$ cat config.mk
export PLATFORM = sky130hd
export DESIGN_NAME = spi_master_shift_flat
export DESIGN_NICKNAME = d
export VERILOG_FILES = /design/src/rtl/spi_pkg.sv /design/src/rtl/spi_master_shift_if.sv /design/src/rtl/spi_half_period_tick.sv /design/src/rtl/spi_master_shift.sv /design/src/flat_wrapper.sv
export SDC_FILE = /design/constraint.sdc
export NUM_CORES = 1
export LEC_CHECK = 0
export BUFFER_PORTS_ARGS = -buffer_cell sky130_fd_sc_hd__buf_2
export CAP_MARGIN = 20
export CELL_PAD_IN_SITES_DETAIL_PLACEMENT = 0
export CELL_PAD_IN_SITES_GLOBAL_PLACEMENT = 1
export CORE_MARGIN = 2
export CORE_UTILIZATION = 46
export CTS_BUF_LIST = sky130_fd_sc_hd__clkbuf_8
export CTS_CLUSTER_SIZE = 20
export DETAILED_ROUTE_END_ITERATION = 10
export PLACE_DENSITY = 0.9
export SLEW_MARGIN = 20
export SYNTH_ARGS = -nofsm -noshare
export SYNTH_HDL_FRONTEND = slang
export SYNTH_SLANG_ARGS = --single-unit
$ cat constraint.sdc
create_clock -name clockIn -period 2.4 [get_ports clockIn]
set_input_delay 0.36 -clock clockIn [delete_from_list [all_inputs] [get_ports clockIn]]
set_output_delay 0.36 -clock clockIn [all_outputs]
set_load 0.1 [all_outputs]
$ cat src/rtl/spi_pkg.sv
// Shared types and constants for the SPI master shift block.
package spi_pkg;

    typedef enum logic [1:0] {
        IDLE  = 2'd0,
        LEAD  = 2'd1,
        SHIFT = 2'd2,
        TRAIL = 2'd3
    } spi_state_t;

    // Only mode 0 is supported: sclk idles low, data sampled on the leading edge.
    localparam bit CPOL = 1'b0;
    localparam bit CPHA = 1'b0;

    localparam int DEF_DATA_WIDTH  = 8;
    localparam int DEF_HALF_PERIOD = 1;

endpackage

$ cat src/rtl/spi_master_shift_if.sv
// Handshake and SPI pin bundle for spi_master_shift.
interface spi_master_shift_if
    import spi_pkg::*;
#(
    parameter int DATA_WIDTH = DEF_DATA_WIDTH
);
    logic                  start;
    logic [DATA_WIDTH-1:0] txData;
    logic [DATA_WIDTH-1:0] rxData;
    logic                  busy;
    logic                  done;
    logic                  sclk;
    logic                  mosi;
    logic                  miso;
    logic                  csN;

    modport master (
        input  start, txData, miso,
        output rxData, busy, done, sclk, mosi, csN
    );

    modport slave (
        output start, txData, miso,
        input  rxData, busy, done, sclk, mosi, csN
    );
endinterface

$ cat src/rtl/spi_half_period_tick.sv
// Down-counter that emits a one-cycle tick every HALF_PERIOD clocks.
// While clear is high the counter is held at its reload value and no tick is issued,
// so the first tick after clear drops arrives exactly HALF_PERIOD cycles later.
module spi_half_period_tick #(
    parameter int HALF_PERIOD = 1
) (
    input  logic clockIn,
    input  logic reset,
    input  logic clear,
    output logic tick
);
    localparam int CW = (HALF_PERIOD > 1) ? $clog2(HALF_PERIOD) : 1;
    localparam logic [CW-1:0] RELOAD = CW'(HALF_PERIOD - 1);

    logic [CW-1:0] cnt;

    // Reload on clear or terminal count, otherwise count down.
    always_ff @(posedge clockIn or posedge reset) begin
        if (reset) begin
            cnt <= '0;
        end else if (clear || (cnt == '0)) begin
            cnt <= RELOAD;
        end else begin
            cnt <= cnt - 1'b1;
        end
    end

    assign tick = (cnt == '0) && !clear;
endmodule

$ cat src/rtl/spi_master_shift.sv
// Mode-0 SPI master: serialises txData MSB first on mosi, captures miso into rxData.
// The SHIFT state returns to TRAIL on the leading-edge tick after the last bit,
// so csN stays low for (2*DATA_WIDTH+2)*HALF_PERIOD cycles with DATA_WIDTH rising edges.
module spi_master_shift
    import spi_pkg::*;
#(
    parameter int DATA_WIDTH  = DEF_DATA_WIDTH,
    parameter int HALF_PERIOD = DEF_HALF_PERIOD
) (
    input  logic               clockIn,
    input  logic               reset,
    spi_master_shift_if.master bus
);
    localparam int BW = $clog2(DATA_WIDTH + 1);
    localparam bit SAMPLE_ON_LEAD = (CPHA == 1'b0);

    spi_state_t            state, state_n;
    logic [DATA_WIDTH-1:0] tx_shift, tx_shift_n;
    logic [DATA_WIDTH-1:0] rx_shift, rx_shift_n;
    logic [DATA_WIDTH-1:0] rx_data, rx_data_n;
    logic [BW-1:0]         bit_cnt, bit_cnt_n;
    logic                  sclk, sclk_n;
    logic                  mosi, mosi_n;
    logic                  cs_n, cs_n_n;
    logic                  busy, busy_n;
    logic                  done, done_n;
    logic                  tick;
    logic                  tick_clear;

    assign tick_clear = (state == IDLE);

    spi_half_period_tick #(.HALF_PERIOD(HALF_PERIOD)) u_tick (
        .clockIn (clockIn),
        .reset   (reset),
        .clear   (tick_clear),
        .tick    (tick)
    );

    // State and every output held in registers.
    always_ff @(posedge clockIn or posedge reset) begin
        if (reset) begin
            state    <= IDLE;
            tx_shift <= '0;
            rx_shift <= '0;
            rx_data  <= '0;
            bit_cnt  <= '0;
            sclk     <= CPOL;
            mosi     <= 1'b0;
            cs_n     <= 1'b1;
            busy     <= 1'b0;
            done     <= 1'b0;
        end else begin
            state    <= state_n;
            tx_shift <= tx_shift_n;
            rx_shift <= rx_shift_n;
            rx_data  <= rx_data_n;
            bit_cnt  <= bit_cnt_n;
            sclk     <= sclk_n;
            mosi     <= mosi_n;
            cs_n     <= cs_n_n;
            busy     <= busy_n;
            done     <= done_n;
        end
    end

    // Next-state and next-output decode.
    always_comb begin
        state_n    = state;
        tx_shift_n = tx_shift;
        rx_shift_n = rx_shift;
        rx_data_n  = rx_data;
        bit_cnt_n  = bit_cnt;
        sclk_n     = sclk;
        mosi_n     = mosi;
        cs_n_n     = cs_n;
        busy_n     = busy;
        done_n     = 1'b0;
        case (state)
            IDLE: begin
                if (bus.start) begin
                    tx_shift_n = bus.txData;
                    mosi_n     = bus.txData[DATA_WIDTH-1];
                    cs_n_n     = 1'b0;
                    busy_n     = 1'b1;
                    bit_cnt_n  = '0;
                    state_n    = LEAD;
                end
            end
            LEAD: begin
                if (tick) begin
                    sclk_n  = ~CPOL;
                    state_n = SHIFT;
                    if (SAMPLE_ON_LEAD) rx_shift_n = {rx_shift[DATA_WIDTH-2:0], bus.miso};
                end
            end
            SHIFT: begin
                if (tick) begin
                    if (sclk != CPOL) begin
                        sclk_n    = CPOL;
                        bit_cnt_n = bit_cnt + 1'b1;
                        if (bit_cnt < BW'(DATA_WIDTH - 1)) begin
                            tx_shift_n = {tx_shift[DATA_WIDTH-2:0], 1'b0};
                            mosi_n     = tx_shift[DATA_WIDTH-2];
                        end
                    end else if (bit_cnt == BW'(DATA_WIDTH)) begin
                        state_n = TRAIL;
                    end else begin
                        sclk_n = ~CPOL;
                        if (SAMPLE_ON_LEAD) rx_shift_n = {rx_shift[DATA_WIDTH-2:0], bus.miso};
                    end
                end
            end
            TRAIL: begin
                if (tick) begin
                    cs_n_n    = 1'b1;
                    busy_n    = 1'b0;
                    done_n    = 1'b1;
                    rx_data_n = rx_shift;
                    mosi_n    = 1'b0;
                    bit_cnt_n = '0;
                    state_n   = IDLE;
                end
            end
            default: state_n = IDLE;
        endcase
    end

    assign bus.rxData = rx_data;
    assign bus.busy   = busy;
    assign bus.done   = done;
    assign bus.sclk   = sclk;
    assign bus.mosi   = mosi;
    assign bus.csN    = cs_n;
endmodule
$ cat src/flat_wrapper.sv
// flat-port wrapper written by rule: the top's interface ports become plain ports
module spi_master_shift_flat import spi_pkg::*;
#(
    parameter int DATA_WIDTH  = DEF_DATA_WIDTH,
    parameter int HALF_PERIOD = DEF_HALF_PERIOD
)
  (clockIn, reset, bus_start, bus_txData, bus_miso, bus_rxData, bus_busy, bus_done, bus_sclk, bus_mosi, bus_csN);
  spi_master_shift_if #(.DATA_WIDTH(DATA_WIDTH)) bus_i ();
  input  logic clockIn;
  input  logic reset;
  input wire logic [$bits(bus_i.start)-1:0] bus_start;
  input wire logic [$bits(bus_i.txData)-1:0] bus_txData;
  input wire logic [$bits(bus_i.miso)-1:0] bus_miso;
  output wire logic [$bits(bus_i.rxData)-1:0] bus_rxData;
  output wire logic [$bits(bus_i.busy)-1:0] bus_busy;
  output wire logic [$bits(bus_i.done)-1:0] bus_done;
  output wire logic [$bits(bus_i.sclk)-1:0] bus_sclk;
  output wire logic [$bits(bus_i.mosi)-1:0] bus_mosi;
  output wire logic [$bits(bus_i.csN)-1:0] bus_csN;
  assign bus_i.start = bus_start;
  assign bus_i.txData = bus_txData;
  assign bus_i.miso = bus_miso;
  assign bus_rxData = bus_i.rxData;
  assign bus_busy = bus_i.busy;
  assign bus_done = bus_i.done;
  assign bus_sclk = bus_i.sclk;
  assign bus_mosi = bus_i.mosi;
  assign bus_csN = bus_i.csN;
  spi_master_shift #(.DATA_WIDTH(DATA_WIDTH), .HALF_PERIOD(HALF_PERIOD)) u_core (.clockIn(clockIn), .reset(reset), .bus(bus_i));
endmodule
### Yosys cells after proc, flatten, opt, wreduce, memory -nomap -nowiden

Cells that the tools add are included.

| cells by class | value |
|---|---|
| $add $sub $neg | 2 |
| $mul | 0 |
| div/mod/pow operators | 0 |
| order comparisons | 1 |
| equality and inequality tests | 13 |
| shift-type cells | 0 |
| mux-type cells | 40 |
| bitwise operators | 1 |
| reductions and logical operators | 16 |

Operators with widths:

| operator | number |
|---|---|
| $mux 8 | 4 |
| $mux 7 | 4 |
| $mux 4 | 4 |
| $pmux 8 s2 | 1 |
| $reduce_and 5->1 | 3 |
| $mux 1 | 14 |
| $pmux 7 s2 | 1 |
| $mux 2 | 6 |
| $ne 2x1->1 const B | 6 |
| $pmux 4 s3 | 1 |
| $reduce_and 6->1 | 2 |
| $pmux 2 s4 | 1 |
| $ne 2x2->1 const B | 3 |
| $pmux 1 s2 | 3 |
| $reduce_and 3->1 | 2 |
| $reduce_bool 2->1 | 3 |
| $add 4x1->4 const B | 1 |
| $eq 2x2->1 const B | 2 |
| $eq 4x4->1 const B | 1 |
| $lt 4x3->1 const B | 1 |
| $pmux 1 s3 | 1 |
| $reduce_bool 3->1 | 1 |
| $eq 2x1->1 const B | 1 |
| $logic_not 2->1 | 1 |
| 6 further kinds | 6 |

| storage, ports and cells | value |
|---|---|
| bits in registers | 35 |
| bits in latches | 0 |
| RAM bits | 0 |
| bits in read-only memories | 0 |
| bits of input ports | 12 |
| memories | 0 |

### Depth between registers and ports, before layout

Gate-level depths: netlist (run 1).

| logic depth | value |
|---|---|
| word-level depth | 5 |
| gate-level depth with buffers | 7 |

### Cells and area by module

From an unflattened synthesis (run 1), not the netlist that was laid out.

| second synthesis, totals | value |
|---|---|
| cells, all modules | 148 |
| area, all modules | 1720.4 um^2 |

By module, submodules not included:

| module | instances | cells each | area each (um^2) | sequential area each (um^2) |
|---|---|---|---|---|
| spi_master_shift | 1 | 144 | 1684.1 | 852.1 |
| spi_half_period_tick | 1 | 4 | 36.3 | 25.0 |

### Worst setup path after synthesis (run 1)

No wires, ideal clock.

| timing | value |
|---|---|
| path kind | register -> register |
| start point | reg u_core.sclk (netlist: u_core.bus.sclk) |
| end point | reg u_core.rx_shift[0] |
| setup time | 0.125 ns |
| data arrival time | 1.852 ns |
| required time | 2.275 ns |
| slack | 0.424 ns |
| cell stages (with the launch flop) | 4 |
| path buffers | 0 |
| cells stage by stage | dfrtp_1 -> nor3b_1 -> o21ai_2 -> mux2_2 |

| on the way | value |
|---|---|
| longest elaborated chain between the ends | 2 |

RTL lines:

| element | line | source |
|---|---|---|
| start, declared | spi_master_shift.sv:22 | `logic sclk, sclk_n;` |
| start signal, assigned | spi_master_shift.sv:58 | `sclk <= sclk_n;` |
| $ne 2x2->1 (no source line) | n/a |  |
| $reduce_and 5->1 (no source line) | n/a |  |
| end signal, assigned | spi_master_shift.sv:55 | `rx_shift <= rx_shift_n;` |
| end, declared | spi_master_shift.sv:19 | `logic [DATA_WIDTH-1:0] rx_shift, rx_shift_n;` |

Every way passes these cells.
A chain may end at the register's enable or synchronous reset.

### Final worst setup path (run 1)

| timing | value |
|---|---|
| start point | reg u_core.state[0] |
| end point | reg u_core.tx_shift[6] |

| on the way | value |
|---|---|
| longest elaborated chain between the ends | 5 |

RTL lines:

| element | line | source |
|---|---|---|
| start, declared | spi_master_shift.sv:17 | `spi_state_t state, state_n;` |
| start signal, assigned | spi_master_shift.sv:53 | `state <= state_n;` |
| $logic_not 2->1 | spi_master_shift.sv:30, spi_master_shift.sv:78 |  |
| $logic_not 1->1 | spi_half_period_tick.sv:28 | `assign tick = (cnt == '0) && !clear;` |
| $logic_and 1x1->1 | spi_half_period_tick.sv:28 |  |
| $ne 2x1->1 (no source line) | n/a |  |
| $reduce_and 5->1 (no source line) | n/a |  |
| end signal, assigned | spi_master_shift.sv:54 | `tx_shift <= tx_shift_n;` |
| end, declared | spi_master_shift.sv:18 | `logic [DATA_WIDTH-1:0] tx_shift, tx_shift_n;` |

Parallel ways exist; a longest one is shown, timed or not.

==> reports/metrics.csv, run 1 <==
stage;metric;value;unit
global_routing;initial antenna violation count;0;
worst_setup_path;crit-path leading delay family;simple AND/OR/NAND/NOR gates;
yosys;Syn Inst Count;146;
yosys;Post-Syn Nets;165;
job;MaxCap Viol Count;0;
worst_setup_path;Crit-path slowest cell;dfrtp_1;
floorplan;core footprint;3420;um2
yosys;Synth area leader;dfrtp_1;
final_layout;Synth-to-Final Area Change;16.6;%
worst_setup_path;Req. time, crit path;2.55;ns
run_status;status;completed;
yosys;Synth cell types;38;
route;Detailed Route WL;3120;um
sta;Final TNS setup;0;ns
yosys;synthesized area per cell;11.5;um2
sta;Clock Skews;0.00598;ns
clocking;Hold Buf Count CTS;0;
yosys;ys async rst share;100;%
floorplan;die width;64.5;um
worst_setup_path;Crit Path Class;reg2reg;
worst_setup_path;critical path arrival;2.15;ns
sta;f_max;501;MHz
sta;crit path time final;2.00;ns
final_layout;share of cells above drive strength 1;33.7;%
sta;crit share post-route;83.1;%
place;Placement Cell Area;1880;um2
sta;total setup violations reported at the end of the flow;0;
final_layout;ANT cells;0;
worst_setup_path;Worst setup EP type;flop;
worst_setup_path;crit-path max FO;7;
place;post-detail-place hpwl;2330;um
worst_setup_path;Slowest Stage Delay on Critical Path;0.43;ns
global_routing;global-route wire length before repair;5770;um
global_routing;number of global-route vias before repair;1256;
clocking;H-tree depth;2;
sta;Slew Limit Fails;0;
final_layout;commonest non-fill, non-tap cell in the layout;dfrtp_1;
route;first drt pass iteration count;4;
place;Port Buffers;24;
route;post-route antenna net violation count;0;
final_layout;NumNets Final;196;
route;total number of vias;1169;
yosys;Warnings, synthesis;0;
sta;final hold vios;0;
yosys;sequential cell area fraction in the yosys report;52.1;%
yosys;synthesized area;1680;um2
clocking;Worst-path clk slew;0.07;ns
clocking;clock buffer depth;2;
global_routing;total grt overflow;0;
yosys;Yosys reg bits;35;
yosys;EDFF count, synth;0;
clocking;Post-CTS Setup Inserts;0;
worst_setup_path;CP Cell Sequence;inv_1, ha_1, or3b_1, nor4bb_1, buf_4, nor2_2, o2bb2ai_1;
global_routing;Total GRT Usage;17.8;%
floorplan;chip height;64.5;um
floorplan;Site Rows;21;
worst_setup_path;worst path bufs/invs;2;
floorplan;initial cell density of the core;49.3;%
final_layout;fin area;1960;um2
place;RePlAce Congestion;0.772;
route;Via density;5.22;
clocking;Worst-Skew Late Latency;0.28;ns
route;iteration-0 DRC count of the detailed router;68;
clocking;total clock sinks;35;
route;DR WL/cell;13.9;um
final_layout;most frequent cells in the layout;34 x dfrtp_1, 24 x buf_2, 18 x mux2_2;
final_layout;final core occ;57.5;%
worst_setup_path;critical path startpoint category;flop;
yosys;main flop type after synthesis;dfrtp_1;
yosys;ranking of synthesized cells by area;dfrtp_1 51%, mux2_2 12%, ha_1 5.2%;
floorplan;IO Pins;25;
sta;RSZ-0062 raised after global routing;false;
clocking;cts bufs inserted;5;
global_routing;largest net degree at the start of global routing;36;
clocking;CTS tree;done;
route;drt drc;0;
clocking;root buffer cell;clkbuf_8;
clocking;CTS resizes;0;
floorplan;die area;4160;um2
worst_hold_path;HP Class;in2async;
yosys;Yosys top cell area share;50.5;%
## final timing paths
path,start,endpoint,slack (ns),cells past startpoint
worst min register to register,u_core.bus.rxData[3],u_core.bus.rxData[3],0.50,1
max in group asynchronous,reset,u_core.bus.csN,1.90,3
worst max register to register,u_core.state[0],u_core.tx_shift[6],0.40,7
worst min-delay path,reset,u_core.bus.rxData[7],0.15,3
min in group clockIn,bus_miso,u_core.rx_shift[0],0.33,2
worst max-delay path,u_core.state[0],u_core.tx_shift[6],0.40,7
## registers in the layout, indices dropped and copies added (netlist names)
register	cells
u_core.tx_shift	7
u_core.bus.done	1
u_core.bus.busy	1
u_core.rx_shift	8
u_core.bit_cnt	4
u_core.bus.sclk	1
u_core.bus.mosi	1
u_core.bus.rxData	8
u_core.bus.csN	1
u_core.u_tick.cnt	1
u_core.state	2
## stage by stage
stage / cells / hold slack (ns) / setup slack, ns
floorplan: 146 / 0.449 / 0.424
CTS: 224 / 0.174 / 0.408
detailed placement: 216 / 0.476 / 0.419
finish: 224 / 0.155 / 0.405
global route: 224 / 0.204 / 0.263
global placement: 216 / 0.467 / 0.476
## layout make-up
type	count	area, um2
fillers	301	1450
flip-flops and latches	35	877
multi-input cells	100	761
repair buffers	29	158
clock buffers	5	68.8
well taps	46	57.6
inverters	6	22.5
clock inverters	3	20.0
## tightest hold or removal path, cell delays in order
cell,delay (ns)
buf_2,0.10
inv_1,0.04
buf_4,0.37
## cell families (layout without fill, tap and decap cells)
kind of cell	Yosys count	in the layout	synth area share, %
buffers and inverters	11	43	2.75
DFF	35	35	52.1
and+or+nand+nor	41	41	14.3
other	1	1	0.223
xor gates and xnor gates	2	2	1.04
adders and majority gates	7	7	5.20
AOI/OAI and AO/OA	30	30	11.8
muxes	19	19	12.6
## cell usage after synthesis (all sizes together), types with 2 or more instances
master / number
inv: 6
nand2: 8
o22ai: 2
dfrtp: 34
buf: 5
nand3b: 2
ha: 7
nor2b: 9
xor2: 2
o21ai: 6
mux2: 18
a21oi: 10
o2bb2ai: 6
nor4b: 2
nor2: 10
## layer usage
layer | part of all wire (%) | vias up | routed length [um] | global-route usage, %
met5 | 0 | - | 0 | 0
met4 | 0.64 | 0 | 20 | 5.59
met3 | 3.7 | 2 | 115 | 3.13
met2 | 51 | 25 | 1600 | 31.3
met1 | 44 | 566 | 1380 | 22.3
li1 | - | 576 | - | -
Power of run 1 is not shown: default switching activity piles up to over one toggle a cycle in this logic, so the estimate is an artifact.
==> run 2, diff against run 1 <==
- clock period: 2.4 -> 1.95 ns (I/O delays scaled with it)
==> run 2 against run 1 <==
Non-clock buffer count increased by 3. Critical endpoint is now u_core.tx_shift[2]. Largest cell class unchanged. Maximum frequency increased by 7.3%. Setup slack lost 0.31 ns. Highest routed layer unchanged.
==> reports/metrics.csv, run 2 (same netlist as run 1, synthesis figures left out) <==
stage;metric;value;unit;change
worst_hold_path;HP Class;in2async;;unchanged
sta;Slew Limit Fails;0;;unchanged
route;iteration-0 DRC count of the detailed router;49;;was 68
worst_setup_path;critical path startpoint category;flop;;unchanged
worst_setup_path;Crit Path Class;reg2reg;;unchanged
global_routing;M3 GR Usage;7.64;%;was 3.13%
final_layout;share of cells above drive strength 1;38.1;%;was 33.7%
clocking;clock buffer depth;2;;unchanged
route;first drt pass iteration count;4;;unchanged
worst_setup_path;Worst setup EP type;flop;;unchanged
job;MaxCap Viol Count;0;;unchanged
floorplan;initial cell density of the core;49.3;%;unchanged
route;drt drc;0;;unchanged
final_layout;Layout Cells excl Fill;227;;was 224
sta;crit share post-route;95.4;%;was 83.1%
floorplan;Site Rows;21;;unchanged
place;placed insts;218;;was 216
global_routing;met1 Track Usage GR;20.8;%;was 22.3%
global_routing;met2 usage;30.2;%;was 31.3%
final_layout;NumNets Final;199;;was 196
run_status;status;completed;;unchanged
place;post-detail-place hpwl;2360;um;was 2330 um
worst_setup_path;critical path arrival;2.02;ns;was 2.15 ns
floorplan;IO Pins;25;;unchanged
floorplan;core footprint;3420;um2;unchanged
sta;Clock Skews;0.00492;ns;was 0.00598 ns
final_layout;commonest non-fill, non-tap cell in the layout;dfrtp_1;;unchanged
sta;Max-slew headroom;66.7;%;
clocking;root buffer cell;clkbuf_8;;unchanged
sta;crit path time final;1.86;ns;was 2.00 ns
sta;f_max;538;MHz;was 501 MHz
clocking;CTS tree;done;;unchanged
sta;total setup violations reported at the end of the flow;0;;unchanged
floorplan;die width;64.5;um;unchanged
worst_setup_path;Req. time, crit path;2.11;ns;was 2.55 ns
sta;Worst-Margin Slew;0.500;ns;
global_routing;largest net degree at the start of global routing;36;;unchanged
final_layout;final core occ;59.5;%;was 57.5%
global_routing;initial antenna violation count;0;;unchanged
sta;Final TNS setup;0;ns;unchanged
route;Detailed Route WL;3220;um;was 3120 um
floorplan;chip height;64.5;um;unchanged
final_layout;most frequent cells in the layout;33 x dfrtp_1, 24 x buf_2, 18 x mux2_2;;was 34 x dfrtp_1, 24 x buf_2, 18 x mux2_2
global_routing;global-route wire length before repair;5710;um;was 5770 um
route;post-route antenna net violation count;0;;unchanged
clocking;total clock sinks;35;;unchanged
clocking;Worst-Skew Late Latency;0.29;ns;was 0.28 ns
global_routing;total grt overflow;0;;unchanged
final_layout;Synth-to-Final Area Change;20.7;%;was 16.6%
floorplan;die area;4160;um2;unchanged
place;RePlAce Congestion;0.801;;was 0.772
clocking;cts bufs inserted;5;;unchanged
sta;final hold vios;0;;unchanged
global_routing;Total GRT Usage;18.4;%;was 17.8%
clocking;H-tree depth;2;;unchanged
place;Port Buffers;24;;unchanged
global_routing;number of global-route vias before repair;1257;;was 1256
route;total number of vias;1214;;was 1169
clocking;Worst-path clk slew;0.07;ns;about the same
worst_setup_path;crit-path max FO;7;;unchanged
route;Via density;5.35;;was 5.22
global_routing;global route hottest layer;met2;;unchanged
route;DR WL/cell;14.2;um;was 13.9 um
final_layout;ANT cells;0;;unchanged
==> run 2: final timing paths <==
kind | start | endpoint | slack (ns) | depth (start not counted)
max | u_core.state[1] | u_core.tx_shift[2] | 0.09 | 7
min | reset | u_core.bus.done | 0.09 | 3
max reg2reg | u_core.state[1] | u_core.tx_shift[2] | 0.09 | 7
min reg2reg | u_core.tx_shift[1] | u_core.tx_shift[1] | 0.50 | 1
max in group asynchronous | reset | u_core.bus.csN | 1.54 | 3
min in group clockIn | bus_miso | u_core.rx_shift[0] | 0.24 | 2
==> run 2: repair_timing <==
item / CTS / global route
gates resized for setup: 1 / 6
setup buffers: 0 / 1
pin swaps: 0 / 2
hold buffers: 0 / 0
endpoints found under the setup margin: 1 / 15
==> run 2: metrics by stage <==
step / instance area, um2 / hold slack (ns) / setup WS, ns
final: 2030 / 0.0851 / 0.0904
after global routing: 2030 / 0.113 / -0.0129
after floorplan: 1690 / 0.443 / 0.141
after detailed placement: 1920 / 0.410 / 0.0139
after global placement: 1920 / 0.400 / 0.0817
after CTS: 2010 / 0.0988 / 0.0248
==> run 2: worst max-delay path, cell delays in order, from the launching register on <==
cell	delay, ns
dfrtp_1	0.37
buf_4	0.12
ha_2	0.18
or3b_4	0.39
nor4bb_2	0.28
buf_4	0.19
nor2_2	0.07
o2bb2ai_1	0.13
==> run 2: area by class of cell <==
cell class,instances,area [um2]
Inverter,6,22.5
Clock buffer,5,68.8
Tap cell,46,57.6
Clock inverter,3,16.3
Sequential cell,35,878
Fill cell,299,1380
Multi-Input combinational cell,100,783
Timing Repair Buffer,32,205
==> run 2: layer usage <==
layer	part of all wire, %	vias to the layer above
li1	-	586
met1	42	587
met2	50	32
met3	5.9	9
met4	2.1	0
met5	0	-
Power of run 2 is left out for the same reason.
